==> src/rtl/program_loader_pkg.sv <==
// Shared ISA definitions: op selector codes, opcode/funct constants, field positions
// and the loader FSM state type. The CPU decoder imports the same package.
package program_loader_pkg;

  typedef enum logic [4:0] {
    OP_ADD   = 5'd0,
    OP_SUB   = 5'd1,
    OP_ADDU  = 5'd2,
    OP_SUBU  = 5'd3,
    OP_AND   = 5'd4,
    OP_OR    = 5'd5,
    OP_SLT   = 5'd6,
    OP_SLL   = 5'd7,
    OP_SRL   = 5'd8,
    OP_JR    = 5'd9,
    OP_ADDI  = 5'd10,
    OP_ADDIU = 5'd11,
    OP_ANDI  = 5'd12,
    OP_ORI   = 5'd13,
    OP_SLTI  = 5'd14,
    OP_LW    = 5'd15,
    OP_SW    = 5'd16,
    OP_BEQ   = 5'd17,
    OP_BNE   = 5'd18,
    OP_BGT   = 5'd19,
    OP_BGTE  = 5'd20,
    OP_BLEQ  = 5'd21,
    OP_BLE   = 5'd22,
    OP_J     = 5'd23
  } op_e;

  localparam int unsigned OP_COUNT = 24;

  localparam logic [5:0] OPC_RTYPE = 6'd0;
  localparam logic [5:0] OPC_J     = 6'd2;
  localparam logic [5:0] OPC_BEQ   = 6'd4;
  localparam logic [5:0] OPC_BNE   = 6'd5;
  localparam logic [5:0] OPC_ADDI  = 6'd8;
  localparam logic [5:0] OPC_ADDIU = 6'd9;
  localparam logic [5:0] OPC_SLTI  = 6'd10;
  localparam logic [5:0] OPC_ANDI  = 6'd12;
  localparam logic [5:0] OPC_ORI   = 6'd13;
  localparam logic [5:0] OPC_BGT   = 6'd23;
  localparam logic [5:0] OPC_BGTE  = 6'd29;
  localparam logic [5:0] OPC_LW    = 6'd35;
  localparam logic [5:0] OPC_SW    = 6'd41;
  localparam logic [5:0] OPC_BLEQ  = 6'd43;

  localparam logic [5:0] FN_SLL  = 6'd0;
  localparam logic [5:0] FN_SRL  = 6'd2;
  localparam logic [5:0] FN_JR   = 6'd8;
  localparam logic [5:0] FN_SLT  = 6'd24;
  localparam logic [5:0] FN_ADD  = 6'd32;
  localparam logic [5:0] FN_ADDU = 6'd33;
  localparam logic [5:0] FN_SUB  = 6'd34;
  localparam logic [5:0] FN_SUBU = 6'd35;
  localparam logic [5:0] FN_AND  = 6'd36;
  localparam logic [5:0] FN_OR   = 6'd37;

  localparam int unsigned OPC_LSB = 26;
  localparam int unsigned FA_LSB  = 21;
  localparam int unsigned FB_LSB  = 16;
  localparam int unsigned FC_LSB  = 11;
  localparam int unsigned SH_LSB  = 6;

  typedef enum logic [1:0] {
    ST_IDLE,
    ST_LOAD,
    ST_FLUSH,
    ST_RUN
  } state_e;

  function automatic logic [31:0] enc_r(input logic [4:0] a, input logic [4:0] b,
                                        input logic [4:0] c, input logic [4:0] sh,
                                        input logic [5:0] funct);
    return {OPC_RTYPE, a, b, c, sh, funct};
  endfunction

  function automatic logic [31:0] enc_i(input logic [5:0] opc, input logic [4:0] a,
                                        input logic [4:0] b, input logic [15:0] imm);
    return {opc, a, b, imm};
  endfunction

endpackage

==> src/rtl/program_loader_instr_encoder.sv <==
// Combinational encoder: op selector plus operand fields to a 32-bit instruction word.
// Unknown selectors and BLE (whose opcode would alias SW) are flagged illegal.
module instr_encoder
  import program_loader_pkg::*;
(
  input  logic [4:0]  op_sel,
  input  logic [4:0]  f_a,
  input  logic [4:0]  f_b,
  input  logic [4:0]  f_c,
  input  logic [4:0]  f_shamt,
  input  logic [25:0] f_imm,
  output logic [31:0] word,
  output logic        illegal
);

  logic [15:0] imm16;
  op_e         op;

  assign imm16 = f_imm[15:0];
  assign op    = op_e'(op_sel);

  always_comb begin
    word    = '0;
    illegal = 1'b0;
    case (op)
      OP_ADD:   word = enc_r(f_a, f_b, f_c, 5'd0, FN_ADD);
      OP_SUB:   word = enc_r(f_a, f_b, f_c, 5'd0, FN_SUB);
      OP_ADDU:  word = enc_r(f_a, f_b, f_c, 5'd0, FN_ADDU);
      OP_SUBU:  word = enc_r(f_a, f_b, f_c, 5'd0, FN_SUBU);
      OP_AND:   word = enc_r(f_a, f_b, f_c, 5'd0, FN_AND);
      OP_OR:    word = enc_r(f_a, f_b, f_c, 5'd0, FN_OR);
      OP_SLT:   word = enc_r(f_a, f_b, f_c, 5'd0, FN_SLT);
      OP_SLL:   word = enc_r(f_a, f_b, 5'd0, f_shamt, FN_SLL);
      OP_SRL:   word = enc_r(f_a, f_b, 5'd0, f_shamt, FN_SRL);
      OP_JR:    word = {OPC_RTYPE, f_a, 15'd0, FN_JR};
      OP_ADDI:  word = enc_i(OPC_ADDI, f_a, f_b, imm16);
      OP_ADDIU: word = enc_i(OPC_ADDIU, f_a, f_b, imm16);
      OP_ANDI:  word = enc_i(OPC_ANDI, f_a, f_b, imm16);
      OP_ORI:   word = enc_i(OPC_ORI, f_a, f_b, imm16);
      OP_SLTI:  word = enc_i(OPC_SLTI, f_a, f_b, imm16);
      OP_LW:    word = enc_i(OPC_LW, f_a, f_b, imm16);
      OP_SW:    word = enc_i(OPC_SW, f_a, f_b, imm16);
      OP_BEQ:   word = enc_i(OPC_BEQ, f_a, f_b, imm16);
      OP_BNE:   word = enc_i(OPC_BNE, f_a, f_b, imm16);
      OP_BGT:   word = enc_i(OPC_BGT, f_a, f_b, imm16);
      OP_BGTE:  word = enc_i(OPC_BGTE, f_a, f_b, imm16);
      OP_BLEQ:  word = enc_i(OPC_BLEQ, f_a, f_b, imm16);
      OP_J:     word = {OPC_J, f_imm};
      default:  illegal = 1'b1;
    endcase
  end

endmodule

==> src/rtl/program_loader.sv <==
// Streams symbolic instructions into instruction memory, one write per accepted
// instruction at sequential addresses, and holds the CPU in reset until loading ends.
module program_loader
  import program_loader_pkg::*;
#(
  parameter int unsigned AW        = 8,
  parameter int unsigned BASE_ADDR = 1
) (
  input  logic          clk,
  input  logic          reset,
  input  logic          load_start,
  input  logic          load_end,
  input  logic          in_valid,
  output logic          in_ready,
  input  logic [4:0]    op_sel,
  input  logic [4:0]    f_a,
  input  logic [4:0]    f_b,
  input  logic [4:0]    f_c,
  input  logic [4:0]    f_shamt,
  input  logic [25:0]   f_imm,
  output logic          mem_we,
  output logic [AW-1:0] mem_addr,
  output logic [31:0]   mem_wdata,
  output logic [AW:0]   word_count,
  output logic          full,
  output logic          err_illegal,
  output logic          cpu_hold
);

  localparam logic [AW-1:0] BASE = AW'(BASE_ADDR);
  localparam logic [AW-1:0] LAST = '1;

  state_e        state;
  logic [AW-1:0] ptr;
  logic          we_q;
  logic          xfer;
  logic [31:0]   enc_word;
  logic          enc_illegal;

  instr_encoder u_enc (
    .op_sel  (op_sel),
    .f_a     (f_a),
    .f_b     (f_b),
    .f_c     (f_c),
    .f_shamt (f_shamt),
    .f_imm   (f_imm),
    .word    (enc_word),
    .illegal (enc_illegal)
  );

  // in_ready is only ever high in LOAD, so a transfer implies the LOAD state.
  assign xfer = in_valid & in_ready;

  // The memory commits on the edge closing the mem_we cycle; masking with reset
  // discards a write that is pending when reset arrives.
  assign mem_we = we_q & ~reset;

  always_ff @(posedge clk) begin
    if (reset) begin
      state       <= ST_IDLE;
      ptr         <= BASE;
      we_q        <= 1'b0;
      mem_addr    <= '0;
      mem_wdata   <= '0;
      in_ready    <= 1'b0;
      word_count  <= '0;
      full        <= 1'b0;
      err_illegal <= 1'b0;
      cpu_hold    <= 1'b1;
    end else begin
      we_q <= 1'b0;
      // An accepted legal word goes out at the pointer captured now, even if a
      // new load restarts the pointer on this same edge.
      if (xfer && !enc_illegal) begin
        we_q      <= 1'b1;
        mem_addr  <= ptr;
        mem_wdata <= enc_word;
      end

      if (load_start) begin
        state       <= ST_LOAD;
        ptr         <= BASE;
        word_count  <= '0;
        full        <= 1'b0;
        err_illegal <= 1'b0;
        in_ready    <= 1'b1;
        cpu_hold    <= 1'b1;
      end else begin
        case (state)
          ST_IDLE: begin
            in_ready <= 1'b0;
            cpu_hold <= 1'b1;
          end
          ST_LOAD: begin
            cpu_hold <= 1'b1;
            if (xfer) begin
              if (enc_illegal) begin
                err_illegal <= 1'b1;
              end else begin
                word_count <= word_count + 1'b1;
                if (ptr == LAST) begin
                  full     <= 1'b1;
                  in_ready <= 1'b0;
                end else begin
                  ptr <= ptr + 1'b1;
                end
              end
            end
            if (load_end) begin
              state    <= ST_FLUSH;
              in_ready <= 1'b0;
            end
          end
          ST_FLUSH: begin
            // The last accepted word is on the write port during this cycle.
            state    <= ST_RUN;
            in_ready <= 1'b0;
            cpu_hold <= 1'b0;
          end
          ST_RUN: begin
            in_ready <= 1'b0;
            cpu_hold <= 1'b0;
          end
          default: begin
            state    <= ST_IDLE;
            in_ready <= 1'b0;
            cpu_hold <= 1'b1;
          end
        endcase
      end
    end
  end

endmodule
==> config.mk <==
export PLATFORM = sky130hd
export DESIGN_NAME = program_loader
export DESIGN_NICKNAME = d
export VERILOG_FILES = /design/src/rtl/program_loader_pkg.sv /design/src/rtl/program_loader_instr_encoder.sv /design/src/rtl/program_loader.sv
export SDC_FILE = /design/constraint.sdc
export NUM_CORES = 1
export LEC_CHECK = 0
export ABC_AREA = 1
export BUFFER_PORTS_ARGS = -buffer_cell sky130_fd_sc_hd__buf_2
export CORE_UTILIZATION = 54
export CTS_CLUSTER_DIAMETER = 50
export CTS_CLUSTER_SIZE = 25
export DETAILED_ROUTE_END_ITERATION = 6
export PLACE_DENSITY_LB_ADDON = 0.3
export SLEW_MARGIN = 20
export SYNTH_ARGS = -nofsm -noshare
export SYNTH_HDL_FRONTEND = slang
export SYNTH_SLANG_ARGS = --single-unit
export TNS_END_PERCENT = 30
==> constraint.sdc <==
create_clock -name clk -period 2.1 [get_ports clk]
set_input_delay 0.63 -clock clk [delete_from_list [all_inputs] [get_ports clk]]
set_output_delay 0.63 -clock clk [all_outputs]
set_load 0.03 [all_outputs]
==> summary.md <==
| Metric | Value |
|---|---|
| Drt pass-1 iters | `6` |
| CTS clk-pin slew, worst paths | `0.07 ns` |
| Largest net degree at the start of global routing | `57` |
| R2r worst-path depth | `8` |
| Net Count, Synth | `1013` |
| Crit path max fanout | `12` |
| CTS Sinks | `64` |
| Slew margin rel. | `57.2%` |
| Net Sw Power | `0.000947 W` |
| Mapped Cells | `955` |
| Worst Path Arrival | `2.20 ns` |
| Vias in the first global route | `5745` |
| Total track usage | `31.9%` |
| Req. time, crit path | `2.37 ns` |
| Pwr dens | `500 nW/um^2` |
| VDD IR-drop max | `428 uV` |
| Final Cycle Share | `91.9%` |
| Initial Utilization | `56.8%` |
| RSZ-0062 raised after global routing | `no` |
| Fin nets | `1119` |
| Worst-Skew Late Latency | `0.34 ns` |
| Hold Crit Start | `state[1]$_SDFFE_PP0P_` |
| WL final | `16100 um` |
| Setup crit start kind | `primary input` |
| Cell area after synthesis | `5350 sq um` |
| Htree depth | `3` |
| Synthesized flop and latch total | `64` |
| # diodes | `0` |
| Ys Warns | `0` |
| Die width | `102 um` |
| Antenna violations before repair | `0` |
| Synth cell types | `31` |
| Fmax achieved | `0.518 GHz` |
| Hpwl dp | `11100 um` |
| DR iter-0 viols | `579` |
| Fin util | `69.6%` |
| Core Rows | `35` |
| Reg2reg start | `ptr[0]$_SDFFE_PP1P_` |
| Via count | `6712` |
| Sequential share of power | `38.1%` |
| Clk_skew | `0.00656 ns` |
| Worst-margin pin slew | `0.640 ns` |
| DRC viols | `0` |
| Routed vias/inst | `5.62` |
| CTS Root Cell | `clkbuf_8` |
| Port bufs | `109` |
| Total power | `0.00328 W` |
| Hold Fails Final Rpt | `0` |
| Hold Path Cell Cnt | `1` |
| Placed Cells | `1179` |
| Share of layout cells above drive strength 1 | `19.1%` |
| Area grow syn2layout | `22.6%` |
| Syn avg cell area | `5.60 sq um` |
| Internal Power | `0.00233 W` |
| CTS buffer count | `9` |
| Seq/Total Area, Yosys | `23.9%` |
| Core area | `9420 sq um` |
| WL/cell | `13.5 um` |
| Critical Path End Type | `register` |
| Shortest period the worst path allows | `1.93 ns` |
| Clk network pwr share | `40.9%` |
| GR Overflow Total | `0` |
| Hold crit path type | `reg2reg` |
| Worst Setup SP | `op_sel[0]` |
| Die Ht | `102 um` |
| Static Leak | `3.29 nW` |
| Slew Limit Fails | `0` |
| Setup violations, final | `0` |
| Comb pwr share | `21.0%` |
| Critical path type | `in2reg` |
| CTS tree | `yes` |
| First-pass GRT wire length | `26600 um` |
| Final cell count without fillers | `1195` |
| CTS Hold Bufs | `0` |
| Fill cell count | `854` |
| Die area | `10300 sq um` |
| Post-CTS setup buffer count | `0` |
| DRT antenna net count | `0` |
| # IOs | `110` |
| CTS Buffer Depth | `2` |
| Max-cap viol count | `0` |
| Switching Fraction | `28.9%` |
| Status | `completed` |
| PostCTS Resize Cnt | `0` |
| Gp weighted congestion | `0.944` |
[critical path, stage by stage]
cell and delay (ns):
buf_2 0.13, nor2_2 0.31, buf_4 0.25, nand3_1 0.09, buf_4 0.18, a21oi_1 0.20, inv_1 0.06, nand2_1 0.06
nor2_1 0.04, nand2_1 0.06, nand2_1 0.05, a21oi_1 0.12
[power by group through the flow]
stage	Combinational, W	Clock, W	Sequential (W)
floorplan	0.000391	0	0.00131
global placement	0.000668	0	0.00128
detailed placement	0.000675	0	0.00128
CTS	0.000680	0.00135	0.00125
global route	0.000761	0.00141	0.00125
finish	0.000689	0.00134	0.00125
[cell usage after synthesis]
| cell type | instances | area share, % |
|---|---|---|
| a211oi_1 | 6 | 0.84 |
| a31oi_1 | 11 | 1.3 |
| inv_2 | 5 | 0.35 |
| dfxtp_1 | 64 | 24 |
| buf_1 | 3 | 0.21 |
| a21oi_1 | 91 | 8.5 |
| clkinv_1 | 1 | 0.070 |
| o31ai_1 | 1 | 0.14 |
| buf_2 | 19 | 1.8 |
| o21ai_0 | 25 | 2.3 |
| o21a_1 | 1 | 0.14 |
| nor2_2 | 7 | 0.82 |
| nor2_4 | 3 | 0.63 |
| xor2_1 | 5 | 0.82 |
| nand3_2 | 1 | 0.19 |
| ha_1 | 2 | 0.47 |
| o21bai_1 | 1 | 0.14 |
| nand2_1 | 292 | 20 |
| and3_1 | 2 | 0.23 |
| nand3_1 | 92 | 8.6 |
| nor2_1 | 115 | 8.1 |
| buf_4 | 6 | 0.84 |
| inv_1 | 60 | 4.2 |
| buf_6 | 3 | 0.63 |
| nor3_1 | 2 | 0.19 |
| xnor2_1 | 4 | 0.65 |
| clkbuf_1 | 43 | 3.0 |
| nand2_2 | 2 | 0.23 |
| o21ai_1 | 7 | 0.65 |
| nand4_1 | 80 | 9.4 |
| a21boi_0 | 1 | 0.14 |
[stage by stage]
step                hold slack (ns)  setup slack (ns)  setup TNS [ns]  cell area (sq um)
floorplan                     0.379            0.0377               0               5350
global placement              0.390           -0.0949           -1.06               6300
detailed placement            0.407           -0.0731           -1.35               6300
CTS                           0.422             0.268               0               6560
global route                  0.439            0.0220               0               6560
finish                        0.423             0.169               0               6560
[kinds of logic after synthesis]
kind of cell    after synthesis  share of synthesized area (%)
simple gates                596                           48.8
compound gates              144                           14.2
buf+inv                     140                           11.1
flops                        64                           23.9
xor+xnor                      9                           1.47
fa+ha+maj                     2                          0.468
[layout make-up]
class,count,area (sq um),share of cell area [%]
well taps,129,161,2.46
clock inverters,4,98.8,1.51
clock buffers,12,155,2.37
multi-input cells,751,3480,53.1
repair buffers,169,1130,17.3
flip-flops and latches,64,1280,19.5
inverters,66,248,3.78
[placed cells by master, fill, tap and decap left out, types with 3 or more instances in the layout]
cell,netlist,layout
a211oi_1,6,6
a21oi_1,91,91
a31oi_1,11,11
buf_12,0,11
buf_2,19,109
buf_4,6,49
bufinv_16,0,3
clkbuf_8,0,11
dfxtp_1,64,64
inv_1,60,60
inv_2,5,5
nand2_1,292,292
nand3_1,92,92
nand4_1,80,80
nor2_1,115,113
nor2_2,7,9
nor2_4,3,3
o21ai_0,25,25
o21ai_1,7,7
xnor2_1,4,4
xor2_1,5,5
[flip-flops by register name, summed over array words and instances (netlist names)]
register,count
state,2
ptr,8
we_q,1
mem_addr,8
word_count,9
in_ready,1
mem_wdata,32
cpu_hold,1
full,1
err_illegal,1
[routing by layer]
metal,vias to the layer above,global-route usage (%),share of wire (%)
met5,-,0,0
met4,0,10.3,2.4
met3,37,5.52,7.2
met2,288,54.3,48
met1,3002,40.8,43
li1,3385,-,-
[final timing paths]
path	to	slack, ns
worst max-delay path	mem_wdata[22]$_SDFFE_PP0P_	0.17
worst min-delay path	cpu_hold$_SDFF_PP1_	0.42
worst min register to register	cpu_hold$_SDFF_PP1_	0.42
worst max register to register	ptr[3]$_SDFFE_PP0P_	0.41
No activity file was read; power rests on OpenSTA's default activity.
